--- src/rtl/imem_loader_if.sv ---
// imem_loader_if
//   Groups the loader's byte-stream handshake and IMEM write bus.
//   master : byte source / observer side (drives start, in_valid, in_data)
//   slave  : the loader itself (drives in_ready, IMEM write port and status)
//   Signals:
//     start      - begin a new load
//     in_valid   - in_data holds a byte
//     in_data    - stream byte
//     in_ready   - loader accepts a byte this cycle
//     imem_we    - IMEM write strobe, one cycle per word
//     imem_addr  - IMEM word address (AWIDTH bits)
//     imem_wdata - instruction word
//     cpu_hold   - core held in reset while 1
//     done       - load completed with good checksum
//     error      - load aborted
//     word_cnt   - words written in the current or last load
interface imem_loader_if #(
    parameter int AWIDTH = 10
);
    logic              start;
    logic              in_valid;
    logic [7:0]        in_data;
    logic              in_ready;
    logic              imem_we;
    logic [AWIDTH-1:0] imem_addr;
    logic [31:0]       imem_wdata;
    logic              cpu_hold;
    logic              done;
    logic              error;
    logic [15:0]       word_cnt;

    modport master (
        output start, in_valid, in_data,
        input  in_ready, imem_we, imem_addr, imem_wdata,
               cpu_hold, done, error, word_cnt
    );

    modport slave (
        input  start, in_valid, in_data,
        output in_ready, imem_we, imem_addr, imem_wdata,
               cpu_hold, done, error, word_cnt
    );
endinterface

--- src/rtl/imem_loader.sv ---
// imem_loader
//   Byte-stream program loader feeding the instruction memory write port.
//   Frame: LEN0, LEN1 (word count, little-endian), count*4 data bytes
//   (little-endian words), one XOR checksum byte over the data bytes.
//   Each completed word is written to IMEM one cycle after its 4th byte.
//   The core is held in reset until a load finishes with a good checksum.
//   Ports:
//     CLK  - clock, rising edge
//     RST  - synchronous active-high reset
//     bus  - imem_loader_if.slave (handshake, IMEM write bus, status)
module imem_loader #(
    parameter int AWIDTH    = 10,
    parameter int BASE_ADDR = 0
) (
    input  logic          CLK,
    input  logic          RST,
    imem_loader_if.slave  bus
);
    // Largest word count that still fits between BASE_ADDR and the top of IMEM.
    localparam int unsigned LIMIT = (1 << AWIDTH) - BASE_ADDR;

    typedef enum logic [2:0] {
        S_IDLE, S_LEN0, S_LEN1, S_DATA, S_CHK, S_DONE, S_ERR
    } state_t;

    state_t            r_state;
    state_t            w_state_nxt;
    logic              r_ready;
    logic [15:0]       r_count;
    logic [15:0]       r_wcnt;
    logic [7:0]        r_csum;
    logic [1:0]        r_bidx;
    logic [23:0]       r_word_p0;
    logic              r_vld_p1;
    logic [AWIDTH-1:0] r_addr_p1;
    logic [31:0]       r_wdata_p1;

    logic              w_xfer;
    logic              w_clear;
    logic              w_data_byte;
    logic              w_byte3;
    logic              w_tail;
    logic [15:0]       w_len;

    assign w_xfer  = bus.in_valid & r_ready;
    assign w_len   = {bus.in_data, r_count[7:0]};
    assign w_byte3 = w_data_byte && (r_bidx == 2'd3);
    // Write cycle of the final word: the count already includes it, so a byte
    // accepted now is the checksum.
    assign w_tail  = r_vld_p1 && (r_wcnt == r_count);

    always_comb begin
        w_state_nxt = r_state;
        w_clear     = 1'b0;
        w_data_byte = 1'b0;
        case (r_state)
            S_IDLE, S_DONE, S_ERR: begin
                if (bus.start) begin
                    w_state_nxt = S_LEN0;
                    w_clear     = 1'b1;
                end
            end
            S_LEN0: if (w_xfer) w_state_nxt = S_LEN1;
            S_LEN1: begin
                if (w_xfer) begin
                    if (32'(w_len) > LIMIT) w_state_nxt = S_ERR;
                    else if (w_len == 16'd0) w_state_nxt = S_CHK;
                    else                     w_state_nxt = S_DATA;
                end
            end
            S_DATA: begin
                if (w_tail) begin
                    if (w_xfer) w_state_nxt = (bus.in_data == r_csum) ? S_DONE : S_ERR;
                    else        w_state_nxt = S_CHK;
                end else if (w_xfer) begin
                    w_data_byte = 1'b1;
                end
            end
            S_CHK: begin
                if (w_xfer) w_state_nxt = (bus.in_data == r_csum) ? S_DONE : S_ERR;
            end
            default: w_state_nxt = S_IDLE;
        endcase
    end

    always_ff @(posedge CLK) begin
        if (RST) begin
            r_state    <= S_IDLE;
            r_ready    <= 1'b0;
            r_count    <= '0;
            r_wcnt     <= '0;
            r_csum     <= '0;
            r_bidx     <= '0;
            r_vld_p1   <= 1'b0;
            r_addr_p1  <= AWIDTH'(BASE_ADDR);
            r_wdata_p1 <= '0;
        end else begin
            r_state  <= w_state_nxt;
            r_ready  <= (w_state_nxt inside {S_LEN0, S_LEN1, S_DATA, S_CHK});
            r_vld_p1 <= w_byte3;
            if (w_clear) begin
                r_count <= '0;
                r_wcnt  <= '0;
                r_csum  <= '0;
                r_bidx  <= '0;
            end
            if (r_state == S_LEN0 && w_xfer) r_count[7:0]  <= bus.in_data;
            if (r_state == S_LEN1 && w_xfer) r_count[15:8] <= bus.in_data;
            // Stage p0: byte assembly and running checksum
            if (w_data_byte) begin
                r_csum <= r_csum ^ bus.in_data;
                r_bidx <= r_bidx + 2'd1;
            end
            // Stage p1: registered IMEM write, address taken before the count bumps
            if (w_byte3) begin
                r_wdata_p1 <= {bus.in_data, r_word_p0};
                r_addr_p1  <= AWIDTH'(BASE_ADDR) + r_wcnt[AWIDTH-1:0];
                r_wcnt     <= r_wcnt + 16'd1;
            end
        end
    end

    // Partial word holds bytes 0..2; byte 3 goes straight into the write register.
    always_ff @(posedge CLK) begin
        if (w_data_byte) begin
            case (r_bidx)
                2'd0:    r_word_p0[7:0]   <= bus.in_data;
                2'd1:    r_word_p0[15:8]  <= bus.in_data;
                2'd2:    r_word_p0[23:16] <= bus.in_data;
                default: r_word_p0        <= r_word_p0;
            endcase
        end
    end

    assign bus.in_ready   = r_ready;
    assign bus.imem_we    = r_vld_p1;
    assign bus.imem_addr  = r_addr_p1;
    assign bus.imem_wdata = r_wdata_p1;
    assign bus.word_cnt   = r_wcnt;
    assign bus.done       = (r_state == S_DONE);
    assign bus.error      = (r_state == S_ERR);
    assign bus.cpu_hold   = (r_state != S_DONE);
endmodule

--- src/flat_wrapper.sv ---
// flat-port wrapper written by rule: the top's interface ports become plain ports
module imem_loader_flat 
#(
    parameter int AWIDTH    = 10,
    parameter int BASE_ADDR = 0
)
  (CLK, RST, bus_start, bus_in_valid, bus_in_data, bus_in_ready, bus_imem_we, bus_imem_addr, bus_imem_wdata, bus_cpu_hold, bus_done, bus_error, bus_word_cnt);
  imem_loader_if #(.AWIDTH(AWIDTH)) bus_i ();
  input  logic CLK;
  input  logic RST;
  input wire logic [$bits(bus_i.start)-1:0] bus_start;
  input wire logic [$bits(bus_i.in_valid)-1:0] bus_in_valid;
  input wire logic [$bits(bus_i.in_data)-1:0] bus_in_data;
  output wire logic [$bits(bus_i.in_ready)-1:0] bus_in_ready;
  output wire logic [$bits(bus_i.imem_we)-1:0] bus_imem_we;
  output wire logic [$bits(bus_i.imem_addr)-1:0] bus_imem_addr;
  output wire logic [$bits(bus_i.imem_wdata)-1:0] bus_imem_wdata;
  output wire logic [$bits(bus_i.cpu_hold)-1:0] bus_cpu_hold;
  output wire logic [$bits(bus_i.done)-1:0] bus_done;
  output wire logic [$bits(bus_i.error)-1:0] bus_error;
  output wire logic [$bits(bus_i.word_cnt)-1:0] bus_word_cnt;
  assign bus_i.start = bus_start;
  assign bus_i.in_valid = bus_in_valid;
  assign bus_i.in_data = bus_in_data;
  assign bus_in_ready = bus_i.in_ready;
  assign bus_imem_we = bus_i.imem_we;
  assign bus_imem_addr = bus_i.imem_addr;
  assign bus_imem_wdata = bus_i.imem_wdata;
  assign bus_cpu_hold = bus_i.cpu_hold;
  assign bus_done = bus_i.done;
  assign bus_error = bus_i.error;
  assign bus_word_cnt = bus_i.word_cnt;
  imem_loader #(.AWIDTH(AWIDTH), .BASE_ADDR(BASE_ADDR)) u_core (.CLK(CLK), .RST(RST), .bus(bus_i));
endmodule
--- config.mk ---
export PLATFORM = sky130hd
export DESIGN_NAME = imem_loader_flat
export DESIGN_NICKNAME = d
export VERILOG_FILES = /design/src/rtl/imem_loader_if.sv /design/src/rtl/imem_loader.sv /design/src/flat_wrapper.sv
export SDC_FILE = /design/constraint.sdc
export NUM_CORES = 1
export LEC_CHECK = 0
export BUFFER_PORTS_ARGS = -buffer_cell sky130_fd_sc_hd__buf_2
export CAP_MARGIN = 25
export CORE_MARGIN = 3
export CORE_UTILIZATION = 35
export DETAILED_ROUTE_END_ITERATION = 7
export HOLD_SLACK_MARGIN = 0.15
export PLACE_DENSITY = 0.62
export SLEW_MARGIN = 20
export SYNTH_ARGS = -nofsm -noshare
export SYNTH_HDL_FRONTEND = slang
export SYNTH_SLANG_ARGS = --single-unit
--- constraint.sdc ---
create_clock -name CLK -period 2.3 [get_ports CLK]
set_clock_uncertainty 0.1 [all_clocks]
set_input_delay 0.115 -clock CLK [delete_from_list [all_inputs] [get_ports CLK]]
set_output_delay 0.115 -clock CLK [all_outputs]
set_load 0.1 [all_outputs]
## After elaboration in Yosys (flattened, before gate mapping)

Index checks and enable logic that the tools add are counted.

| operators by class | value |
|---|---|
| add/sub/neg operators | 2 |
| multiply operators | 0 |
| divide/modulo/power cells | 0 |
| magnitude comparators | 1 |
| equal/unequal tests | 16 |
| shifts and indexed selects | 0 |
| muxes and demuxes | 23 |
| bitwise gates (word level) | 2 |
| reductions and logical operators | 16 |

Operator list:

| operator | count |
|---|---|
| $mux 16 | 2 |
| $mux 8 | 4 |
| $mux 3 | 8 |
| $add 16x1->16 const B | 1 |
| $eq 16x16->1 | 1 |
| $gt 16x11->1 const B | 1 |
| $logic_not 16->1 | 1 |
| $pmux 3 s5 | 1 |
| $eq 3x2->1 const B | 4 |
| $eq 3x3->1 const B | 4 |
| $eq 8x8->1 | 1 |
| $reduce_bool 2->1 | 4 |
| $xor 8x8->8 | 1 |
| $eq 3x1->1 const B | 2 |
| $mux 2 | 3 |
| $reduce_and 2->1 | 3 |
| $mux 1 | 5 |
| $eq 2x2->1 const B | 2 |
| $logic_and 1x1->1 | 4 |
| $reduce_bool 4->1 | 1 |
| $logic_not 3->1 | 1 |
| $ne 3x3->1 const B | 1 |
| $reduce_or 3->1 | 1 |
| $add 2x1->2 const B | 1 |
| other kinds (3) | 3 |

| storage, ports and cells | value |
|---|---|
| flip-flop bits (word level) | 113 |
| latch bits | 0 |
| memory bits (writable) | 0 |
| ROM bits | 0 |
| output and inout port bits | 63 |
| word-level logic and storage cells | 73 |
| memories kept | 0 |

## Logic depth before layout (Yosys ltp)

| depth | value |
|---|---|
| depth after elaboration | 7 |
| mapped depth | 9 |
| mapped depth without buffers | 7 |

## Worst setup path before layout

No wires, ideal clock.

| path | value |
|---|---|
| kind | register to register |
| from | register u_core.r_wcnt[9] (netlist: u_core.bus.word_cnt[9]) |
| to | register u_core.r_word_p0[0] (enable) |
| setup time | 0.332 ns |
| arrival | 2.429 ns |
| data required time | 1.868 ns |
| path slack | -0.560 ns |
| stages on the path, launching flop included | 9 |
| buffers on the path | 3 |
| path through | dfxtp_1 buf_6 xor2_1 nor4_2 and4_4 a21boi_4 buf_6 buf_2 and2_1 |

| on the way | value |
|---|---|
| cells in the longest elaborated chain, start to end | 5 |

Ends and longest elaborated chain:

| item | RTL line | source |
|---|---|---|
| start: declaration | imem_loader.sv:30 | `logic [15:0] r_wcnt;` |
| start signal: assignment | imem_loader.sv:118 | `r_wcnt <= r_wcnt + 16'd1;` |
| $eq 16x16->1 | imem_loader.sv:50 | `assign w_tail = r_vld_p1 && (r_wcnt == r_count);` |
| $logic_and 1x1->1 | imem_loader.sv:50 |  |
| $mux 1 | imem_loader.sv:72 | `if (w_tail) begin` |
| $mux 1 | imem_loader.sv:56 | `case (r_state)` |
| $reduce_and 2->1 (no source line) | n/a |  |
| end signal: assignment | imem_loader.sv:127 | `2'd0: r_word_p0[7:0] <= bus.in_data;` |
| end signal: assignment | imem_loader.sv:130 | `default: r_word_p0 <= r_word_p0;` |
| end: declaration | imem_loader.sv:33 | `logic [23:0] r_word_p0;` |

Every way passes these cells.
A chain may end at the register's enable or synchronous reset.

## Final worst setup path

| path | value |
|---|---|
| from | register u_core.r_count[7] |
| to | register u_core.r_ready (netlist: u_core.bus.in_ready) |

| on the way | value |
|---|---|
| cells in the longest elaborated chain, start to end | 7 |
| elaborated cells on any way between the ends | 14 |
| those cells by class | order compare: 1; eq/ne: 5; mux: 5; reduce/logical: 3 |

Ends and longest elaborated chain:

| item | RTL line | source |
|---|---|---|
| start: declaration | imem_loader.sv:29 | `logic [15:0] r_count;` |
| start signal: assignment | imem_loader.sv:107 | `if (r_state == S_LEN0 && w_xfer) r_count[7:0] <= bus.in_data;` |
| parallel branches: the longest is 4 deep, another holds $gt 16x11->1 | n/a |  |
| $pmux 3 s5 * | imem_loader.sv:56 |  |
| $eq 3x1->1, or another cell as far along | imem_loader.sv:99 | `r_ready <= (w_state_nxt inside {S_LEN0, S_LEN1, S_DATA, S_CHK});` |
| $reduce_bool 4->1 * | imem_loader.sv:99 |  |
| end signal: assignment | imem_loader.sv:99 |  |
| end: declaration | imem_loader.sv:28 | `logic r_ready;` |

Every way passes the cells marked *.

==> results.toml <==
[outcome]
status = "finished, final reports clean"

[setup_path]
worstPathRequired_ns = 2.49
r2r_end = "u_core.bus.in_ready"
critPathSlowestCell = "or4_4"
cp-end-kind = "flip-flop"
r2r-start = "u_core.r_count[7]"
worstSetupStartpointType = "flip-flop"
worstSetupPathType = "reg2reg"
cpPeakStageDelay_ns = 0.50
critical_path.cell_chain = "or4_4, nor4_4, mux2i_1, o211a_1, nand4_1, mux2_2"
worst_ep_arrival_time_ns = 2.46
critPathMaxFanout = 3
r2r_cells = 6
rrSetupSlack_ns = 0.03

[route]
routedWlPerCell_um = 15.4
ant_nets = 0
avgViaCountPerCell = 5.12
num_vias = 4234
drt_wl_total_mm = 12.7
dr.pass1.iters = 4
drt_iter0_markers = 306
remaining_drc_errors = 0

[timing]
hold_viol_final = 0
rsz0062_at_grt = "true"
finalCritPeriodShare = 0.988
setup_viol = 0
clock.fmax_mhz = 440
drv_slew = 0
max-slew-margin-rel = 0.513
tightest_slew_ns = 0.730
min_period_ns = 2.27

[global_routing]
grt_pass1_vias = 4073
grt_pass1_wl_mm = 20.5
grtUsageTotal = 0.161
antenna_found_initial = 0
overflow = 0
grt_max_degree = 46

[finish]
drive_above_1_share = 0.295
area_growth_pct = 33.1
fin_nets = 655
final_cell_mix = "nand2_1, buf_2, a21oi_1, dfxtp_1, buf_4"
final_util = 0.484
final_area_um2 = 6540
layout_commonest_cell = "nand2_1"
antennaDiodeCount = 0

[floorplanning]
core-area_um2 = 13500
num_rows = 42
die_h_um = 124
die-area_um2 = 15500
die_w_um = 124
initial_core_util = 0.364
ioPinCount = 75

[logic_synthesis]
synth_nets = 551
syn_avg_cell_area_um2 = 9.20
ys_seq_area_frac = 0.510
ys.warnings.count = 0
synthFlopType = "dfxtp_1"
netlist-cell-type-count = 56
synth_area_um2 = 4910
synth_cells = 534
ys_ff_latch = 113
synth-edff-count = 24
synthArstFlopShare = 0

[clock_network]
clk_latency_ns = 0.40
cts_root_buf = "clkbuf_16"
h-tree-depth = 4
path_clk_slew_ns = 0.05
cts_buffers = 17
cts_tree = "yes"
cts.sinks = 113
clk_path_buf_depth = 2

[place]
portBuffers = 74
placed_area_um2 = 5680
gp_congestion = 0.881
post-dp-hpwl_mm = 8.61

[hold_path]
hold_path_end = "u_core.bus.imem_addr[9]"
holdPathStages = 2
hp-class = "in2reg"
min-delay-start = "RST"

[power]
p_per_area_nw_per_um2 = 800
p_leak_uw = 0.00261
ir_drop_mv = 0.542

[flow_run]
maxCapViolCount = 0
[what timing repair did]
action                                  4_1_cts  5_1_grt
cloned                                        0        1
gates resized for setup                       2        9
buffers inserted                              0        1
hold endpoints to repair                     49        0
endpoints found under the setup margin       24       56
hold buffers                                 11        0
pin swaps                                     2        2
[registers in the layout, indices dropped and copies added, names as in the netlist, 2 cells and up]
signal	cells
u_core.r_word_p0	24
u_core.bus.imem_addr	10
u_core.bus.imem_wdata	32
u_core.r_csum	8
u_core.r_state	3
u_core.r_bidx	2
u_core.r_count	16
u_core.bus.word_cnt	16
[cells in the mapped netlist (2+ instances only)]
| cell type | n | area (um^2) |
|---|---|---|
| nand2_1 | 122 | 458 |
| dfxtp_1 | 89 | 1780 |
| a21oi_1 | 73 | 365 |
| edfxtp_1 | 24 | 721 |
| xor2_1 | 23 | 201 |
| nand3_1 | 22 | 110 |
| clkbuf_1 | 18 | 67.6 |
| nor2_1 | 15 | 56.3 |
| o21ai_0 | 13 | 65.1 |
| buf_2 | 9 | 45.0 |
| inv_1 | 8 | 30.0 |
| and2_1 | 7 | 43.8 |
| mux2_2 | 7 | 78.8 |
| nor3b_1 | 7 | 52.6 |
| nand2b_1 | 6 | 37.5 |
| nand4_1 | 6 | 37.5 |
| nor3_1 | 6 | 30.0 |
| nor4_1 | 6 | 37.5 |
| ha_1 | 5 | 62.6 |
| or4_1 | 5 | 37.5 |
| a211oi_1 | 4 | 30.0 |
| a211oi_2 | 4 | 50.1 |
| mux2_4 | 4 | 60.1 |
| a21boi_0 | 3 | 22.5 |
| and3_1 | 3 | 18.8 |
| nand4b_1 | 3 | 26.3 |
| o31ai_1 | 3 | 22.5 |
| a22o_1 | 2 | 17.5 |
| a31oi_1 | 2 | 12.5 |
| buf_6 | 2 | 22.5 |
| mux2i_1 | 2 | 20.0 |
| nor2b_1 | 2 | 12.5 |
| o311ai_0 | 2 | 17.5 |
| or2_2 | 2 | 12.5 |
| or3_1 | 2 | 12.5 |
| or4_4 | 2 | 22.5 |
| xnor2_1 | 2 | 17.5 |
[how the worst max path moves through the flow]
stage	endpoint	start	depth (start not counted)	slack, ns
final	u_core.bus.in_ready	u_core.r_count[7]	6	0.03
after global routing	u_core.bus.in_ready	u_core.r_count[7]	6	-0.05
after CTS	u_core.r_csum[0]	u_core.r_count[5]	6	0.006
after detailed placement	u_core.bus.imem_wdata[31]	u_core.r_count[6]	8	-0.03
after global placement	u_core.bus.imem_wdata[5]	u_core.r_count[6]	8	0.04
after floorplan	u_core.r_word_p0[0]	u_core.bus.word_cnt[9]	8	-0.02
[per-stage QoR]
stage	std cells	power, uW	hold slack (ns)	setup TNS (ns)	worst slack (ns)
floorplan	534	2240	0.114	-0.425	-0.0177
global placement	782	2340	0.338	0	0.0418
detailed placement	782	2350	0.344	-0.0563	-0.0293
CTS	825	5260	0.150	0	0.00564
global route	827	5380	0.197	-0.0496	-0.0496
finish	827	5230	0.184	0	0.0270
[area by class of cell]
| class | instances | area, um^2 |
|---|---|---|
| fill | 1276 | 6970 |
| sequential | 113 | 2560 |
| multi-input combinational | 383 | 2300 |
| timing repair buffer | 115 | 742 |
| clock buffer | 26 | 563 |
| tap | 176 | 220 |
| clock inverter | 6 | 110 |
| inverter | 8 | 30.0 |
[where the power goes]
group	total [uW]	internal, uW	switching, uW
clock network	2900	2020	882
registers	2030	2020	8.96
logic	303	117	186
[layer usage]
layer / part of all wire / wire length, um / track usage
met5: 0 / 0 / 0
met2: 0.49 / 6180 / 0.270
met3: 0.041 / 521 / 0.0360
met1: 0.46 / 5840 / 0.202
met4: 0.013 / 171 / 0.0613
[critical path: cells and delay by family (launching register included)]
kind            cells  cell delay (ns)
simple gates        3             0.93
mux                 2             0.60
flops               1             0.33
compound gates      1             0.19
[logic make-up after synthesis]
family,after synthesis,synth area share
muxes,13,0.0324
AOI/OAI and AO/OA,115,0.142
and+or+nand+nor,224,0.222
xor gates and xnor gates,25,0.0446
DFF,113,0.510
buffers and inverters,39,0.0359
adders and majority gates,5,0.0127
Note: power is estimated with default switching activity, not from simulation.
